File: src/rtl/byte_serializer_if.sv
// Byte-in / bit-out handshake bundle for byte_serializer.
// slave = serializer side, master = producer/consumer side.
interface byte_serializer_if #(
    parameter int WIDTH = 8
);
    logic             in_valid;
    logic             in_ready;
    logic [WIDTH-1:0] in;
    logic             bit_out;
    logic             bit_valid;
    logic             bit_last;
    logic             out_ready;
    logic             busy;

    modport slave (
        input  in_valid, in, out_ready,
        output in_ready, bit_out, bit_valid, bit_last, busy
    );

    modport master (
        output in_valid, in, out_ready,
        input  in_ready, bit_out, bit_valid, bit_last, busy
    );
endinterface

File: src/rtl/byte_serializer.sv
// Parallel word to serial bit stream. Optional trailing even-parity bit
// when BYTE_SERIALIZER_PARITY_EN is defined.
module byte_serializer #(
    parameter int WIDTH     = 8,
    parameter bit LSB_FIRST = 1'b1
) (
    input  logic               clk,
    input  logic               rst_n,
    byte_serializer_if.slave   bus,
    output logic [1:0]         state_o
);
    localparam int CW = $clog2(WIDTH + 1);

    localparam logic [1:0] S_IDLE   = 2'd0;
    localparam logic [1:0] S_SHIFT  = 2'd1;
`ifdef BYTE_SERIALIZER_PARITY_EN
    localparam logic [1:0] S_PARITY = 2'd2;
`endif

    // Handshakes: a word transfers when in_valid && in_ready; a bit transfers
    // when bit_valid && out_ready. Outputs hold stable while out_ready is low.
    logic [1:0]       state_q, state_d;
    logic [WIDTH-1:0] shreg_q, shreg_d;
    logic [CW-1:0]    cnt_q, cnt_d;
    logic             last_data;
    logic             data_bit;
    logic             accept;
    logic             consume;
`ifdef BYTE_SERIALIZER_PARITY_EN
    logic             par_q, par_d;
`endif

    assign last_data = (state_q == S_SHIFT) && (cnt_q == CW'(WIDTH - 1));
    assign data_bit  = LSB_FIRST ? shreg_q[0] : shreg_q[WIDTH-1];

    assign bus.bit_valid = (state_q != S_IDLE);
    assign bus.busy      = (state_q != S_IDLE);
`ifdef BYTE_SERIALIZER_PARITY_EN
    assign bus.bit_last = (state_q == S_PARITY);
    assign bus.bit_out  = (state_q == S_PARITY) ? par_q :
                          (state_q == S_SHIFT)  ? data_bit : 1'b0;
`else
    assign bus.bit_last = last_data;
    assign bus.bit_out  = (state_q == S_SHIFT) ? data_bit : 1'b0;
`endif
    assign bus.in_ready = (state_q == S_IDLE) || (bus.bit_last && bus.out_ready);

    assign accept  = bus.in_valid && bus.in_ready;
    assign consume = bus.bit_valid && bus.out_ready;
    assign state_o = state_q;

    always_comb begin
        state_d = state_q;
        shreg_d = shreg_q;
        cnt_d   = cnt_q;
`ifdef BYTE_SERIALIZER_PARITY_EN
        par_d   = par_q;
`endif
        case (state_q)
            S_SHIFT: begin
                if (consume) begin
                    shreg_d = LSB_FIRST ? (shreg_q >> 1) : (shreg_q << 1);
                    cnt_d   = cnt_q + CW'(1);
                    if (last_data) begin
`ifdef BYTE_SERIALIZER_PARITY_EN
                        state_d = S_PARITY;
`else
                        state_d = S_IDLE;
`endif
                    end
                end
            end
`ifdef BYTE_SERIALIZER_PARITY_EN
            S_PARITY: begin
                if (consume) state_d = S_IDLE;
            end
`endif
            default: state_d = S_IDLE;
        endcase
        // Acceptance only happens in IDLE or on the consumed final bit, so it
        // overrides the frame-end transition to give zero-gap frames.
        if (accept) begin
            state_d = S_SHIFT;
            shreg_d = bus.in;
            cnt_d   = '0;
`ifdef BYTE_SERIALIZER_PARITY_EN
            par_d   = ^bus.in;
`endif
        end
    end

    always_ff @(posedge clk or negedge rst_n) begin
        if (!rst_n) begin
            state_q <= S_IDLE;
            shreg_q <= '0;
            cnt_q   <= '0;
        end else begin
            state_q <= state_d;
            shreg_q <= shreg_d;
            cnt_q   <= cnt_d;
        end
    end

`ifdef BYTE_SERIALIZER_PARITY_EN
    always_ff @(posedge clk or negedge rst_n) begin
        if (!rst_n) par_q <= 1'b0;
        else        par_q <= par_d;
    end
`endif
endmodule

File: src/flat_wrapper.sv
// flat-port wrapper written by rule: the top's interface ports become plain ports
module byte_serializer_flat 
#(
    parameter int WIDTH     = 8,
    parameter bit LSB_FIRST = 1'b1
)
  (clk, rst_n, state_o, bus_in_valid, bus_in, bus_out_ready, bus_in_ready, bus_bit_out, bus_bit_valid, bus_bit_last, bus_busy);
  byte_serializer_if #(.WIDTH(WIDTH)) bus_i ();
  input  logic clk;
  input  logic rst_n;
  output logic [1:0] state_o;
  input wire logic [$bits(bus_i.in_valid)-1:0] bus_in_valid;
  input wire logic [$bits(bus_i.in)-1:0] bus_in;
  input wire logic [$bits(bus_i.out_ready)-1:0] bus_out_ready;
  output wire logic [$bits(bus_i.in_ready)-1:0] bus_in_ready;
  output wire logic [$bits(bus_i.bit_out)-1:0] bus_bit_out;
  output wire logic [$bits(bus_i.bit_valid)-1:0] bus_bit_valid;
  output wire logic [$bits(bus_i.bit_last)-1:0] bus_bit_last;
  output wire logic [$bits(bus_i.busy)-1:0] bus_busy;
  assign bus_i.in_valid = bus_in_valid;
  assign bus_i.in = bus_in;
  assign bus_i.out_ready = bus_out_ready;
  assign bus_in_ready = bus_i.in_ready;
  assign bus_bit_out = bus_i.bit_out;
  assign bus_bit_valid = bus_i.bit_valid;
  assign bus_bit_last = bus_i.bit_last;
  assign bus_busy = bus_i.busy;
  byte_serializer #(.WIDTH(WIDTH), .LSB_FIRST(LSB_FIRST)) u_core (.clk(clk), .rst_n(rst_n), .bus(bus_i), .state_o(state_o));
endmodule
File: config.mk
export PLATFORM = sky130hd
export DESIGN_NAME = byte_serializer_flat
export DESIGN_NICKNAME = d
export VERILOG_FILES = /design/src/rtl/byte_serializer_if.sv /design/src/rtl/byte_serializer.sv /design/src/flat_wrapper.sv
export SDC_FILE = /design/constraint.sdc
export NUM_CORES = 1
export LEC_CHECK = 0
export ABC_AREA = 1
export BUFFER_PORTS_ARGS = -buffer_cell sky130_fd_sc_hd__buf_2
export CORE_ASPECT_RATIO = 0.9
export CORE_UTILIZATION = 50
export CTS_CLUSTER_DIAMETER = 100
export DETAILED_ROUTE_END_ITERATION = 6
export PLACE_DENSITY = 0.76
export SLEW_MARGIN = 20
export SYNTH_ARGS = -nofsm -noshare
export SYNTH_HDL_FRONTEND = slang
export SYNTH_SLANG_ARGS = --single-unit
File: constraint.sdc
create_clock -name clk -period 1.4 [get_ports clk]
set_input_delay 0.28 -clock clk [delete_from_list [all_inputs] [get_ports clk]]
set_output_delay 0.28 -clock clk [all_outputs]
set_load 0.01 [all_outputs]
==> flow_summary_export.csv <==
group,metric,value,unit
status,status,"finished, violations left",
status,violations,"setup timing",
clock_network,insertion_delay,0.27,ns
flow_run,cap_violations,0,
worst_setup_path,worst_setup_path_start_kind,"flip-flop",
yosys,postSynthCellCount,103,
yosys,synth-seq-cells,13,
timing,finalSetupViolations,2,
timing,layout_setup_ws,-0.09030,ns
hold_path,min_path_cells,3,
yosys,netlist.area_leader.share,0.4298,
timing,rsz0062_at_grt,"yes",
floorplanning,die_w,43.02,microns
floorplanning,start_util,0.5729,
power_and_ir_drop,power_density,1409,nW/um^2
clock_network,cts_tree,"done",
placed_design,dp.cells,134,
yosys,synth-main-ff-cell,"dfrtp_1",
timing,fin_crit_sh,1.064,
yosys,synth_top_cell_by_area,"dfrtp_1",
placed_design,place.gp.congestion,0.7563,
timing,fin_worst_skew,0.003286,ns
finish,final_net_count,142,
global_routing,grt_pass1_vias,583,
finish,area_delta_synth_final,23.64,%
timing,finalCriticalPeriod,1.490,ns
floorplanning,die_h,38.92,microns
floorplanning,core.rowCount,12,
worst_setup_path,arrival,1.21,ns
placed_design,hpwl,1070,microns
detailed_routing,drtPass1Iterations,4,
detailed_routing,routedWlPerCell,10.75,microns
finish,multiInputGateArea,317.8,sq um
yosys,synth_commonest_cells,"31 x nand2_1, 22 x inv_1, 13 x dfrtp_1, 10 x nand3_1, 7 x nand4_1",
detailed_routing,drt_first_iter_violations,11,
finish,fillCellCount,110,
yosys,synth-edff-count,0,
worst_setup_path,required,1.12,ns
yosys,synth.area.top_cells,"dfrtp_1 43%, nand2_1 15%, inv_1 11%",
finish,finalNonFillerCells,142,
clock_network,numCtsBuffers,3,
yosys,yosysWarnings,0,
yosys,yosysMostFrequentCell,"nand2_1",
worst_setup_path,rrSetupSlack,0.09,ns
clock_network,cts_max_level,1,
worst_setup_path,reg2reg_depth,8,
clock_network,clock-sinks,13,
timing,slew_violations,0,
clock_network,clock_path_buffers,2,
finish,drive_gt1_frac,0.2969,
global_routing,overflow,0,
detailed_routing,routed_wl,1527,microns
detailed_routing,ant_nets,0,
worst_setup_path,worst-setup-path-type,"flip-flop to output port",
yosys,syn-num-nets,116,
detailed_routing,viasPerCell,4.859,
yosys,postSynthAreaPerCell,7.349,sq um
timing,fmax,671.0,MHz
global_routing,antenna_found_initial,0,
floorplanning,dieArea,1674,sq um
finish,seqCellArea,326.6,sq um
placed_design,numPortBuffers,17,
floorplanning,io_pins,19,
timing,finalHoldViolations,0,
worst_setup_path,critPathMaxFanout,2,
global_routing,grtUsageTotal,0.2107,
timing,fin_tns_setup,-0.09535,ns
detailed_routing,route.detailed.drc,0,
finish,num_antenna_cells,0,
clock_network,cts_root_buffer,"clkbuf_4",
yosys,synth-async-reset-ratio,1.000,
floorplanning,core_area,1321,sq um
clock_network,clk_pin_slew,0.08,ns
yosys,synth_area,757.0,sq um
power_and_ir_drop,peakVddDrop,0.7630,mV
yosys,yosysUniqueCellTypes,15,
hold_path,holdCritPathClass,"primary input to flip-flop",
detailed_routing,vias,690,
worst_setup_path,cp-end-kind,"output port",
global_routing,grt_pass1_wl,2463,microns
yosys,ys_seq_area_frac,0.4298,
global_routing,grt_start_max_net_pins,14,
power_and_ir_drop,p_leak,0.5735,nW
==> metrics by stage <==
step / total power [mW] / setup WS [ns] / hold WS (ns) / util / cell area [sq um]
after global placement: 1.008 / 0.1044 / 0.1833 / 0.6506 / 859.6
after global routing: 1.420 / -0.1417 / 0.2254 / 0.7083 / 935.9
after floorplan: 0.8842 / 0.1817 / -0.01559 / - / 757.0
after CTS: 1.317 / -0.09381 / 0.2120 / 0.7008 / 925.9
final: 1.319 / -0.09030 / 0.2184 / 0.7083 / 935.9
after detailed placement: 1.020 / 0.08504 / 0.1861 / 0.6506 / 859.6
==> kinds of logic after synthesis <==
| kind of cell | synth area share |
|---|---|
| AND/OR/NAND/NOR | 0.3372 |
| buffers and inverters | 0.1636 |
| adder cells (fa/ha/maj) | 0.01653 |
| AO/OA/AOI/OAI | 0.02480 |
| flip-flops | 0.4297 |
| XOR/XNOR | 0.02314 |
| other | 0.004954 |
==> timing repair <==
action | CTS | global route
pin swaps | 2 | 1
endpoints found under the setup margin | 2 | 3
setup buffers | 3 | 0
endpoints found under the hold margin | 13 | 0
gates cloned | 0 | 0
gates resized for setup | 2 | 4
hold buffers | 1 | 0
==> worst max-delay path, cell delays in order (launching register included) <==
cell	delay [ns]
dfrtp_1	0.39
ha_2	0.20
nand3_2	0.07
nand2_2	0.06
nand2_2	0.07
inv_2	0.04
buf_6	0.11
==> worst paths after layout <==
check / from / endpoint
min in group asynchronous: rst_n / u_core.shreg_q[2]
min: bus_in[7] / u_core.shreg_q[7]
max: u_core.cnt_q[0] / bus_in_ready
min reg2reg: u_core.shreg_q[4] / u_core.shreg_q[4]
max in group asynchronous: rst_n / u_core.state_o[0]
max reg2reg: u_core.cnt_q[1] / u_core.shreg_q[5]
==> layout make-up <==
cell class,instances,share of cell area
tap,14,0.01872
multi-input combinational,62,0.3396
timing repair buffer,26,0.1725
clock buffer,4,0.02807
inverter,23,0.09225
sequential,13,0.3489
==> registers in the layout, summed over array words and instances (netlist names) <==
signal / cells
u_core.cnt_q: 4
u_core.state_o: 1
u_core.shreg_q: 8
==> report_power, final <==
part / total, mW / internal, mW / switching (mW) / leakage [nW]
combinational: 0.502 / 0.228 / 0.274 / 0.392
sequential: 0.586 / 0.501 / 0.0842 / 0.167
clock: 0.231 / 0.110 / 0.121 / 0.0150
==> cells in the final DEF (no fill, tap or decap), types with 3 or more instances in the layout <==
cell / instances
nand2_1: 30
inv_1: 21
buf_2: 16
dfrtp_1: 12
nand3_1: 9
buf_4: 8
nand4_1: 7
nor2_1: 4
nand2_2: 3
clkbuf_4: 3
==> routing by layer <==
metal / GRT usage / routed length [microns] / part of all wire
met1: 0.2633 / 747 / 0.49
met2: 0.3447 / 701 / 0.46
met3: 0.07477 / 67 / 0.044
met4: 0.06818 / 11 / 0.0072
met5: 0 / 0 / 0
Power figures use the tool's default switching activity.
